File: config.mk
export PLATFORM = sky130hd
export DESIGN_NAME = wb_gpio_bank_flat
export DESIGN_NICKNAME = d
export VERILOG_FILES = /design/src/rtl/wb_gpio_bank_pkg.sv /design/src/rtl/wb_gpio_bank_if.sv /design/src/rtl/wb_gpio_bank_port.sv /design/src/rtl/wb_gpio_bank.sv /design/src/flat_wrapper.sv
export SDC_FILE = /design/constraint.sdc
export NUM_CORES = 1
export LEC_CHECK = 0
export CAP_MARGIN = 20
export CELL_PAD_IN_SITES_DETAIL_PLACEMENT = 1
export CELL_PAD_IN_SITES_GLOBAL_PLACEMENT = 2
export CORE_MARGIN = 3
export CORE_UTILIZATION = 43
export CTS_CLUSTER_SIZE = 8
export DETAILED_ROUTE_END_ITERATION = 8
export DONT_BUFFER_PORTS = 1
export PLACE_DENSITY = 0.76
export SYNTH_ARGS = -nofsm -noshare
export SYNTH_HDL_FRONTEND = slang
export SYNTH_SLANG_ARGS = --single-unit
File: constraint.sdc
create_clock -name wb_clk_i -period 2.95 [get_ports wb_clk_i]
set_clock_uncertainty 0.2 [all_clocks]
set_input_delay 0.295 -clock wb_clk_i [delete_from_list [all_inputs] [get_ports wb_clk_i]]
set_output_delay 0.295 -clock wb_clk_i [all_outputs]
set_load 0.02 [all_outputs]
File: src/rtl/wb_gpio_bank_pkg.sv
// Shared definitions for the Wishbone GPIO bank: register offsets, port stride,
// register-select enum and the byte-select expansion helper.
package wb_gpio_pkg;

    localparam logic [7:0] OFS_OUT      = 8'h00;
    localparam logic [7:0] OFS_OE       = 8'h04;
    localparam logic [7:0] OFS_IN       = 8'h08;
    localparam logic [7:0] OFS_IRQ_EN   = 8'h0C;
    localparam logic [7:0] OFS_IRQ_RISE = 8'h10;
    localparam logic [7:0] OFS_IRQ_PEND = 8'h14;
    localparam logic [7:0] OFS_OUT_SET  = 8'h18;
    localparam logic [7:0] OFS_OUT_CLR  = 8'h1C;

    localparam logic [31:0] PORT_STRIDE = 32'h20;

    typedef enum logic [2:0] {
        REG_OUT      = 3'(OFS_OUT >> 2),
        REG_OE       = 3'(OFS_OE >> 2),
        REG_IN       = 3'(OFS_IN >> 2),
        REG_IRQ_EN   = 3'(OFS_IRQ_EN >> 2),
        REG_IRQ_RISE = 3'(OFS_IRQ_RISE >> 2),
        REG_IRQ_PEND = 3'(OFS_IRQ_PEND >> 2),
        REG_OUT_SET  = 3'(OFS_OUT_SET >> 2),
        REG_OUT_CLR  = 3'(OFS_OUT_CLR >> 2)
    } reg_sel_e;

    function automatic logic [31:0] sel_mask(input logic [3:0] sel);
        return {{8{sel[3]}}, {8{sel[2]}}, {8{sel[1]}}, {8{sel[0]}}};
    endfunction

endpackage

File: src/rtl/wb_gpio_bank_if.sv
// Wishbone B4 classic bus bundle between the crossbar (master) and the GPIO bank (slave).
interface wb_gpio_bank_if;
    logic [31:0] wb_adr_i;
    logic [31:0] wb_dat_i;
    logic [3:0]  wb_sel_i;
    logic        wb_we_i;
    logic        wb_cyc_i;
    logic        wb_stb_i;
    logic [31:0] wb_dat_o;
    logic        wb_ack_o;
    logic        wb_err_o;

    modport master (
        output wb_adr_i, wb_dat_i, wb_sel_i, wb_we_i, wb_cyc_i, wb_stb_i,
        input  wb_dat_o, wb_ack_o, wb_err_o
    );

    modport slave (
        input  wb_adr_i, wb_dat_i, wb_sel_i, wb_we_i, wb_cyc_i, wb_stb_i,
        output wb_dat_o, wb_ack_o, wb_err_o
    );
endinterface

File: src/rtl/wb_gpio_bank_port.sv
// One GPIO port: output/enable registers, input synchroniser, edge detector and
// pending interrupt bits. Writes are pre-gated by the bank's decode and byte selects.
module gpio_port
    import wb_gpio_pkg::*;
#(
    parameter int PORT_WIDTH  = 32,
    parameter int SYNC_STAGES = 2
) (
    input  logic                  clk_i,
    input  logic                  rst_n_i,
    input  logic                  wr_en_i,
    input  reg_sel_e              reg_i,
    input  logic [31:0]           wr_data_i,
    input  logic [3:0]            wr_sel_i,
    input  logic [PORT_WIDTH-1:0] gpio_i,
    output logic [PORT_WIDTH-1:0] gpio_o,
    output logic [PORT_WIDTH-1:0] gpio_oe_o,
    output logic [31:0]           rd_data_o,
    output logic                  irq_o
);
    localparam int W = PORT_WIDTH;

    logic [W-1:0] out_q, out_d, oe_q, oe_d, en_q, en_d, rise_q, rise_d, pend_q, pend_d;
    logic [W-1:0] prev_q, sync_v, wmask, wdata, edge_hit;
    logic [SYNC_STAGES-1:0][W-1:0] sync_q;
    logic [31:0] mask32;

    assign mask32   = sel_mask(wr_sel_i);
    assign wmask    = wr_en_i ? mask32[W-1:0] : '0;
    assign wdata    = wr_data_i[W-1:0] & wmask;
    assign sync_v   = sync_q[SYNC_STAGES-1];
    assign edge_hit = en_q & ((rise_q & sync_v & ~prev_q) | (~rise_q & ~sync_v & prev_q));

    // A new edge is ORed in after the W1C so a same-cycle set always wins.
    always_comb begin
        out_d  = out_q;
        oe_d   = oe_q;
        en_d   = en_q;
        rise_d = rise_q;
        pend_d = pend_q | edge_hit;
        case (reg_i)
            REG_OUT:      out_d  = (out_q & ~wmask) | wdata;
            REG_OE:       oe_d   = (oe_q & ~wmask) | wdata;
            REG_IRQ_EN:   en_d   = (en_q & ~wmask) | wdata;
            REG_IRQ_RISE: rise_d = (rise_q & ~wmask) | wdata;
            REG_IRQ_PEND: pend_d = (pend_q & ~wdata) | edge_hit;
            REG_OUT_SET:  out_d  = out_q | wdata;
            REG_OUT_CLR:  out_d  = out_q & ~wdata;
            default:      ;
        endcase
    end

    always_ff @(posedge clk_i or negedge rst_n_i) begin
        if (!rst_n_i) begin
            out_q  <= '0;
            oe_q   <= '0;
            en_q   <= '0;
            rise_q <= '0;
            pend_q <= '0;
            prev_q <= '0;
            sync_q <= '0;
        end else begin
            out_q     <= out_d;
            oe_q      <= oe_d;
            en_q      <= en_d;
            rise_q    <= rise_d;
            pend_q    <= pend_d;
            prev_q    <= sync_v;
            sync_q[0] <= gpio_i;
            for (int i = 1; i < SYNC_STAGES; i++) sync_q[i] <= sync_q[i-1];
        end
    end

    always_comb begin
        rd_data_o = '0;
        case (reg_i)
            REG_OUT:      rd_data_o[W-1:0] = out_q;
            REG_OE:       rd_data_o[W-1:0] = oe_q;
            REG_IN:       rd_data_o[W-1:0] = sync_v;
            REG_IRQ_EN:   rd_data_o[W-1:0] = en_q;
            REG_IRQ_RISE: rd_data_o[W-1:0] = rise_q;
            REG_IRQ_PEND: rd_data_o[W-1:0] = pend_q;
            default:      rd_data_o = '0;
        endcase
    end

    assign gpio_o    = out_q;
    assign gpio_oe_o = oe_q;
    assign irq_o     = |pend_q;
endmodule

File: src/rtl/wb_gpio_bank.sv
// Wishbone GPIO bank top: address decode, ack/err generation and read mux.
// Define WB_GPIO_BANK_ERR_EN to terminate unmapped accesses and IN writes with wb_err_o.
module wb_gpio_bank
    import wb_gpio_pkg::*;
#(
    parameter logic [31:0] BASE_ADDR   = 32'h1001_0000,
    parameter int          NUM_PORTS   = 2,
    parameter int          PORT_WIDTH  = 32,
    parameter int          SYNC_STAGES = 2
) (
    input  logic                            wb_clk_i,
    input  logic                            wb_rst_n_i,
    wb_gpio_bank_if.slave                   wb,
    input  logic [NUM_PORTS*PORT_WIDTH-1:0] gpio_i,
    output logic [NUM_PORTS*PORT_WIDTH-1:0] gpio_o,
    output logic [NUM_PORTS*PORT_WIDTH-1:0] gpio_oe_o,
    output logic                            irq_o
);
    localparam logic [31:0] SPAN = 32'(NUM_PORTS) * PORT_STRIDE;

    logic [31:0] offset, rd_word, dat_q;
    logic        mapped, req, bad, ack_q, err_q;
    logic [2:0]  port_idx;
    reg_sel_e    reg_sel;
    logic [NUM_PORTS-1:0][31:0] rd_data;
    logic [NUM_PORTS-1:0]       port_irq;

    assign offset   = wb.wb_adr_i - BASE_ADDR;
    assign mapped   = (wb.wb_adr_i >= BASE_ADDR) && (offset < SPAN);
    assign port_idx = offset[7:5];
    assign reg_sel  = reg_sel_e'(offset[4:2]);
    // ack/err high blocks a new request, giving one transfer per two cycles.
    assign req      = wb.wb_cyc_i & wb.wb_stb_i & ~ack_q & ~err_q;

`ifdef WB_GPIO_BANK_ERR_EN
    assign bad = ~mapped | (wb.wb_we_i & (reg_sel == REG_IN));
`else
    assign bad = 1'b0;
`endif

    for (genvar p = 0; p < NUM_PORTS; p++) begin : g_port
        gpio_port #(
            .PORT_WIDTH  (PORT_WIDTH),
            .SYNC_STAGES (SYNC_STAGES)
        ) u_port (
            .clk_i     (wb_clk_i),
            .rst_n_i   (wb_rst_n_i),
            .wr_en_i   (req & wb.wb_we_i & ~bad & mapped & (port_idx == 3'(p))),
            .reg_i     (reg_sel),
            .wr_data_i (wb.wb_dat_i),
            .wr_sel_i  (wb.wb_sel_i),
            .gpio_i    (gpio_i[p*PORT_WIDTH +: PORT_WIDTH]),
            .gpio_o    (gpio_o[p*PORT_WIDTH +: PORT_WIDTH]),
            .gpio_oe_o (gpio_oe_o[p*PORT_WIDTH +: PORT_WIDTH]),
            .rd_data_o (rd_data[p]),
            .irq_o     (port_irq[p])
        );
    end

    always_comb begin
        rd_word = '0;
        for (int p = 0; p < NUM_PORTS; p++) begin
            if (port_idx == 3'(p)) rd_word = rd_data[p];
        end
    end

    always_ff @(posedge wb_clk_i or negedge wb_rst_n_i) begin
        if (!wb_rst_n_i) begin
            ack_q <= 1'b0;
            err_q <= 1'b0;
            dat_q <= '0;
        end else begin
            ack_q <= req & ~bad;
            err_q <= req & bad;
            dat_q <= (req & ~bad & ~wb.wb_we_i & mapped) ? rd_word : '0;
        end
    end

    assign wb.wb_ack_o = ack_q;
    assign wb.wb_err_o = err_q;
    assign wb.wb_dat_o = dat_q;
    assign irq_o       = |port_irq;
endmodule

File: src/flat_wrapper.sv
// flat-port wrapper written by rule: the top's interface ports become plain ports
module wb_gpio_bank_flat import wb_gpio_pkg::*;
#(
    parameter logic [31:0] BASE_ADDR   = 32'h1001_0000,
    parameter int          NUM_PORTS   = 2,
    parameter int          PORT_WIDTH  = 32,
    parameter int          SYNC_STAGES = 2
)
  (wb_clk_i, wb_rst_n_i, gpio_i, gpio_o, gpio_oe_o, irq_o, wb_wb_adr_i, wb_wb_dat_i, wb_wb_sel_i, wb_wb_we_i, wb_wb_cyc_i, wb_wb_stb_i, wb_wb_dat_o, wb_wb_ack_o, wb_wb_err_o);
  wb_gpio_bank_if wb_i ();
  input  logic wb_clk_i;
  input  logic wb_rst_n_i;
  input  logic [NUM_PORTS*PORT_WIDTH-1:0] gpio_i;
  output logic [NUM_PORTS*PORT_WIDTH-1:0] gpio_o;
  output logic [NUM_PORTS*PORT_WIDTH-1:0] gpio_oe_o;
  output logic irq_o;
  input wire logic [$bits(wb_i.wb_adr_i)-1:0] wb_wb_adr_i;
  input wire logic [$bits(wb_i.wb_dat_i)-1:0] wb_wb_dat_i;
  input wire logic [$bits(wb_i.wb_sel_i)-1:0] wb_wb_sel_i;
  input wire logic [$bits(wb_i.wb_we_i)-1:0] wb_wb_we_i;
  input wire logic [$bits(wb_i.wb_cyc_i)-1:0] wb_wb_cyc_i;
  input wire logic [$bits(wb_i.wb_stb_i)-1:0] wb_wb_stb_i;
  output wire logic [$bits(wb_i.wb_dat_o)-1:0] wb_wb_dat_o;
  output wire logic [$bits(wb_i.wb_ack_o)-1:0] wb_wb_ack_o;
  output wire logic [$bits(wb_i.wb_err_o)-1:0] wb_wb_err_o;
  assign wb_i.wb_adr_i = wb_wb_adr_i;
  assign wb_i.wb_dat_i = wb_wb_dat_i;
  assign wb_i.wb_sel_i = wb_wb_sel_i;
  assign wb_i.wb_we_i = wb_wb_we_i;
  assign wb_i.wb_cyc_i = wb_wb_cyc_i;
  assign wb_i.wb_stb_i = wb_wb_stb_i;
  assign wb_wb_dat_o = wb_i.wb_dat_o;
  assign wb_wb_ack_o = wb_i.wb_ack_o;
  assign wb_wb_err_o = wb_i.wb_err_o;
  wb_gpio_bank #(.BASE_ADDR(BASE_ADDR), .NUM_PORTS(NUM_PORTS), .PORT_WIDTH(PORT_WIDTH), .SYNC_STAGES(SYNC_STAGES)) u_core (.wb_clk_i(wb_clk_i), .wb_rst_n_i(wb_rst_n_i), .wb(wb_i), .gpio_i(gpio_i), .gpio_o(gpio_o), .gpio_oe_o(gpio_oe_o), .irq_o(irq_o));
endmodule
Yosys cells after proc, flatten, opt, wreduce, memory -nomap -nowiden
Cells that the tools add are included.
- flip-flop bits (word level): 545
- latch bits: 0
- RAM bits: 0
- bits in read-only memories: 0
- input bits: 137
- memories: 0
- add/sub/neg operators: 1
- $mul: 0
- div/mod/pow operators: 0
- $lt $le $gt $ge: 2
- eq/ne operators: 8
- shift-type cells: 0
- mux-type cells: 11
- bitwise logic cells: 60
- reduce and logical (&&, ||, !) cells: 5
- operators with widths (operator ; count):
    $and 32x32->32 ; 24
    $or 32x32->32 ; 16
    $pmux 32 s6 ; 2
    $not 32->32 ; 10
    $mux 32 ; 7
    $pmux 32 s3 ; 2
    $reduce_or 64->1 ; 1
    $ge 32x29->1 const B ; 1
    $lt 32x7->1 const B ; 1
    $sub 32x29->32 const B ; 1
    $eq 3x3->1 const B ; 4
    $and 1x1->1 ; 8
    $eq 3x1->1 const B ; 2
    $eq 3x2->1 const B ; 2
    $logic_not 3->1 ; 2
    $reduce_bool 3->1 ; 1
    $not 1->1 ; 2
    $logic_and 1x1->1 ; 1

Longest topological paths before layout
- depth in word-level cells: 11
- mapped depth: 8
- gate-level depth less buffers: 5

Cells and area by module
A second synthesis with hierarchy kept.
- cell total of the unflattened synthesis: 2078
- area total of the unflattened synthesis: 24385.9 µm²
- by module, submodules not included (module ; times used ; cells each ; area each (µm²) ; seq. area each (µm²)):
    gpio_port ; 2 ; 952 ; 11257.0 ; 6406.1
    wb_gpio_bank ; 1 ; 174 ; 1871.8 ; 825.8

Least setup slack after synthesis
Ideal clock, no wire load.
- kind: in2reg
- from: input wb_wb_adr_i[27]
- to: register (tool-made name)
- setup time: 0.125 ns
- arrival: 1.948 ns
- data required time: 2.625 ns
- setup slack: 0.677 ns
- cell stages on the path: 7
- path buffers: 2
- path through: nor4_4 nand4_4 nor3_2 buf_6 buf_12 nand3_4 mux2_4
- RTL lines (what ; RTL line ; text):
    start, declared ; flat_wrapper.sv:17 ; input wire logic [$bits(wb_i.wb_adr_i)-1:0] wb_wb_adr_i;

Final worst setup path
- from: register u_core.g_port[0].u_port.pend_q[15]
- to: output irq_o
- longest elaborated chain between the ends: 1
- RTL lines (what ; RTL line ; text):
    start, declared ; wb_gpio_bank_port.sv:23 ; logic [W-1:0] out_q, out_d, oe_q, oe_d, en_q, en_d, rise_q, rise_d, pend_q, pend_d;
    start signal, assigned ; wb_gpio_bank_port.sv:67 ; pend_q <= pend_d;
    $reduce_or 64->1 ; wb_gpio_bank.sv:82 ; assign irq_o = |port_irq;
    end, declared ; flat_wrapper.sv:16 ; output logic irq_o;
No other way between the ends.

==> flow_summary.json <==
{
  "grt_pass1_vias": 18513,
  "place.gp.congestion": 0.806,
  "violations": "hold timing",
  "rsz0062_at_grt": "yes",
  "vias": 16983,
  "relSlewSlack_pct": 20.4,
  "die_w_um": 236,
  "syn_inst": 1880,
  "worstPathArrival_ns": 2.37,
  "r2r-end": "u_core.g_port[0].u_port.gpio_o[6]$_DFFE_PN0P_",
  "clk_pin_slew_ns": 0.05,
  "status": "complete, but fails checks",
  "syn_area_um2": 22800,
  "syn_area_per_cell_um2": 12.1,
  "dr_wl_met3_um": 4210,
  "synth_enable_flop_cells": 0,
  "tightest_slew_ns": 1.19,
  "cts_root_buffer": "clkbuf_16",
  "drtIter0Drc": 1241,
  "setup_violations": 0,
  "num_rows": 83,
  "cts_buffer_depth": 3,
  "fin_ws_ns": 0.0811,
  "topRoutingLayerUsed": "met5",
  "p_leak_uw": 0.0120,
  "ioPinCount": 300,
  "rr_worst_depth": 7,
  "drive_gt1_share_pct": 20.8,
  "place_area_um2": 23900,
  "async_flop_share_pct": 100,
  "startpoint_type": "flop",
  "drt_wl_total_um": 79800,
  "critPathRequiredTime_ns": 2.46,
  "place_ws_ns": 0.221,
  "start_util_pct": 43.9,
  "wl_met2_um": 38800,
  "wl_met1_um": 34300,
  "postCtsHoldBufs": 107,
  "numCtsBuffers": 78,
  "hold_violations": 545,
  "wl_per_cell_um": 29.3,
  "design_area_um2": 27200,
  "vdd_drop_max_mv": 0.486,
  "critPathKind": "flop to output pin",
  "cp_max_fo": 3,
  "core_area_um2": 51900,
  "grt_usage_pct": 28.4,
  "final_nets": 2167,
  "p_per_area_nw_per_um2": 601,
  "syn2layout_area_growth_pct": 19.1,
  "die_area_um2": 55800,
  "cts_tree": "built",
  "hpwl_um": 49700,
  "clk-insertion-delay-late_ns": 0.61,
  "regToRegStartpoint": "u_core.wb.wb_ack_o$_DFF_PN0_",
  "grt_overflow": 0,
  "die_y_um": 236,
  "cts_max_level": 3,
  "rrSetupSlack_ns": 0.21,
  "fin_crit_ns": 2.87,
  "synth_nets": 2017,
  "netlist-cell-type-count": 48,
  "hp-class": "input pin to asynchronous set/reset pin",
  "ys_seq_area_share_pct": 59.8,
  "drcViolationCount": 0,
  "via_per_inst": 6.24,
  "yosysWarnings": 0,
  "max_cap_viol_count": 0,
  "fmax_mhz": 349,
  "antenna_found_initial": 4,
  "fin_crit_sh_pct": 97.3,
  "worst_setup_path_end_kind": "output pin",
  "dr.pass1.iters": 5,
  "synth_seq_cells": 545,
  "cts.sinks": 545,
  "fin_hold_ws_ns": -0.803,
  "ys.flop_type": "dfrtp_1",
  "io_buffers": 0,
  "final_antenna_net_count": 0,
  "drv_slew": 0,
  "grt_pass1_wl_um": 120000,
  "grt_start_max_net_pins": 546
}
[cell usage after synthesis, types with 4 or more instances]
master	number	area [um^2]
o211ai_1	44	330
a22o_1	64	561
buf_1	4	15.0
a22oi_1	192	1440
o21ai_0	164	821
nand3_4	17	298
nor4_1	16	100
inv_1	24	90.1
buf_2	15	75.1
nor4bb_1	4	40.0
nor2b_1	4	25.0
nand3_1	39	195
mux2_4	72	1080
dfrtp_1	545	13600
nand4_1	29	181
a21oi_1	67	335
nand2_1	165	619
nor3_1	4	20.0
nor2_1	110	413
nor2_2	4	25.0
mux2_2	120	1350
clkbuf_1	90	338
nor4_4	8	170
nor3b_1	4	30.0
nand3_2	7	70.1
a31oi_1	30	188
[routing by layer]
| metal | up-vias | global-route usage (%) |
|---|---|---|
| met5 | - | 0 |
| met4 | 4 | 9.07 |
| met3 | 149 | 5.55 |
| met2 | 544 | 46.7 |
| met1 | 9070 | 38.0 |
| li1 | 7216 | - |
[power by group]
group | internal (uW) | total, uW | leakage, uW | switching (uW)
logic | 212 | 583 | 0.00383 | 371
registers | 7630 | 7720 | 0.00717 | 97.7
clock network | 4860 | 8020 | 0.00103 | 3160
total | 12700 | 16300 | 0.0120 | 3630
[worst max-delay path, stage by stage, from the launching register on]
cell,delay [ns]
dfrtp_1,0.42
nor4_2,0.40
nand4_1,0.23
or4_4,0.56
buf_6,0.15
[cell type report]
class,count,area [um^2]
flip-flops and latches,545,13600
diodes,3,7.51
clock inverters,4,42.5
well taps,680,851
clock buffers,83,2060
fillers,5248,24800
inverters,24,90.1
repair buffers,185,1750
multi-input cells,1196,8720
[layout by cell type, fill, tap and decap left out, types with 7 or more instances in the layout]
cell	instances
a31oi_1	30
buf_4	71
nor2_1	110
mux2_2	120
nor4_2	7
nand3_4	17
nor4_1	9
clkbuf_16	82
dfrtp_1	545
a21oi_1	67
a22o_1	64
buf_12	7
nand2_1	165
dlygate4sd3_1	106
mux2_4	72
a22oi_1	192
nand4_1	29
nor4_4	8
nand3_2	7
inv_1	24
nand3_1	39
o211ai_1	44
o21ai_0	164
[kinds of logic after synthesis]
logic type | after synthesis | share of synthesized area (%)
xor+xnor | 1 | 0.0384
simple gates | 434 | 10.5
flops | 545 | 59.8
other cells | 1 | 0.0164
mux | 194 | 10.8
compound gates | 566 | 16.3
buf+inv | 139 | 2.60
[repair_timing]
action,in CTS,in global routing
setup endpoints to repair,1,1
gates resized for setup,5,4
endpoints found under the hold margin,950,545
gates cloned,0,0
buffers inserted,2,2
pin swaps,1,1
[worst max path at each step]
stage,start,endpoint,slack (ns),cells past startpoint
2_1_floorplan,wb_wb_adr_i[27],flop,0.68,7
3_3_place_gp,u_core.wb.wb_ack_o$_DFF_PN0_,u_core.g_port[0].u_port.gpio_o[3]$_DFFE_PN0P_,0.32,7
3_5_place_dp,wb_wb_adr_i[26],u_core.g_port[0].u_port.gpio_o[6]$_DFFE_PN0P_,0.22,7
4_1_cts,u_core.g_port[0].u_port.pend_q[18]$_DFF_PN0_,irq_o,0.005,6
5_1_grt,u_core.g_port[0].u_port.pend_q[13]$_DFF_PN0_,irq_o,-0.02,5
6_report,u_core.g_port[0].u_port.pend_q[15]$_DFF_PN0_,irq_o,0.08,4
[metrics by stage]
stage	hold WS, ns	total power (uW)	instances	util, %	setup TNS, ns
3_5_place_dp	-0.182	8220	2519	46.0	0
4_1_cts	-0.837	16500	2715	52.2	0
6_report	-0.803	16300	2720	52.3	0
3_3_place_gp	-0.183	8200	2519	46.0	0
2_1_floorplan	-0.201	8080	1880	-	0
5_1_grt	-0.841	16900	2718	52.3	-0.0244
Note: power is estimated with default switching activity, not from simulation.
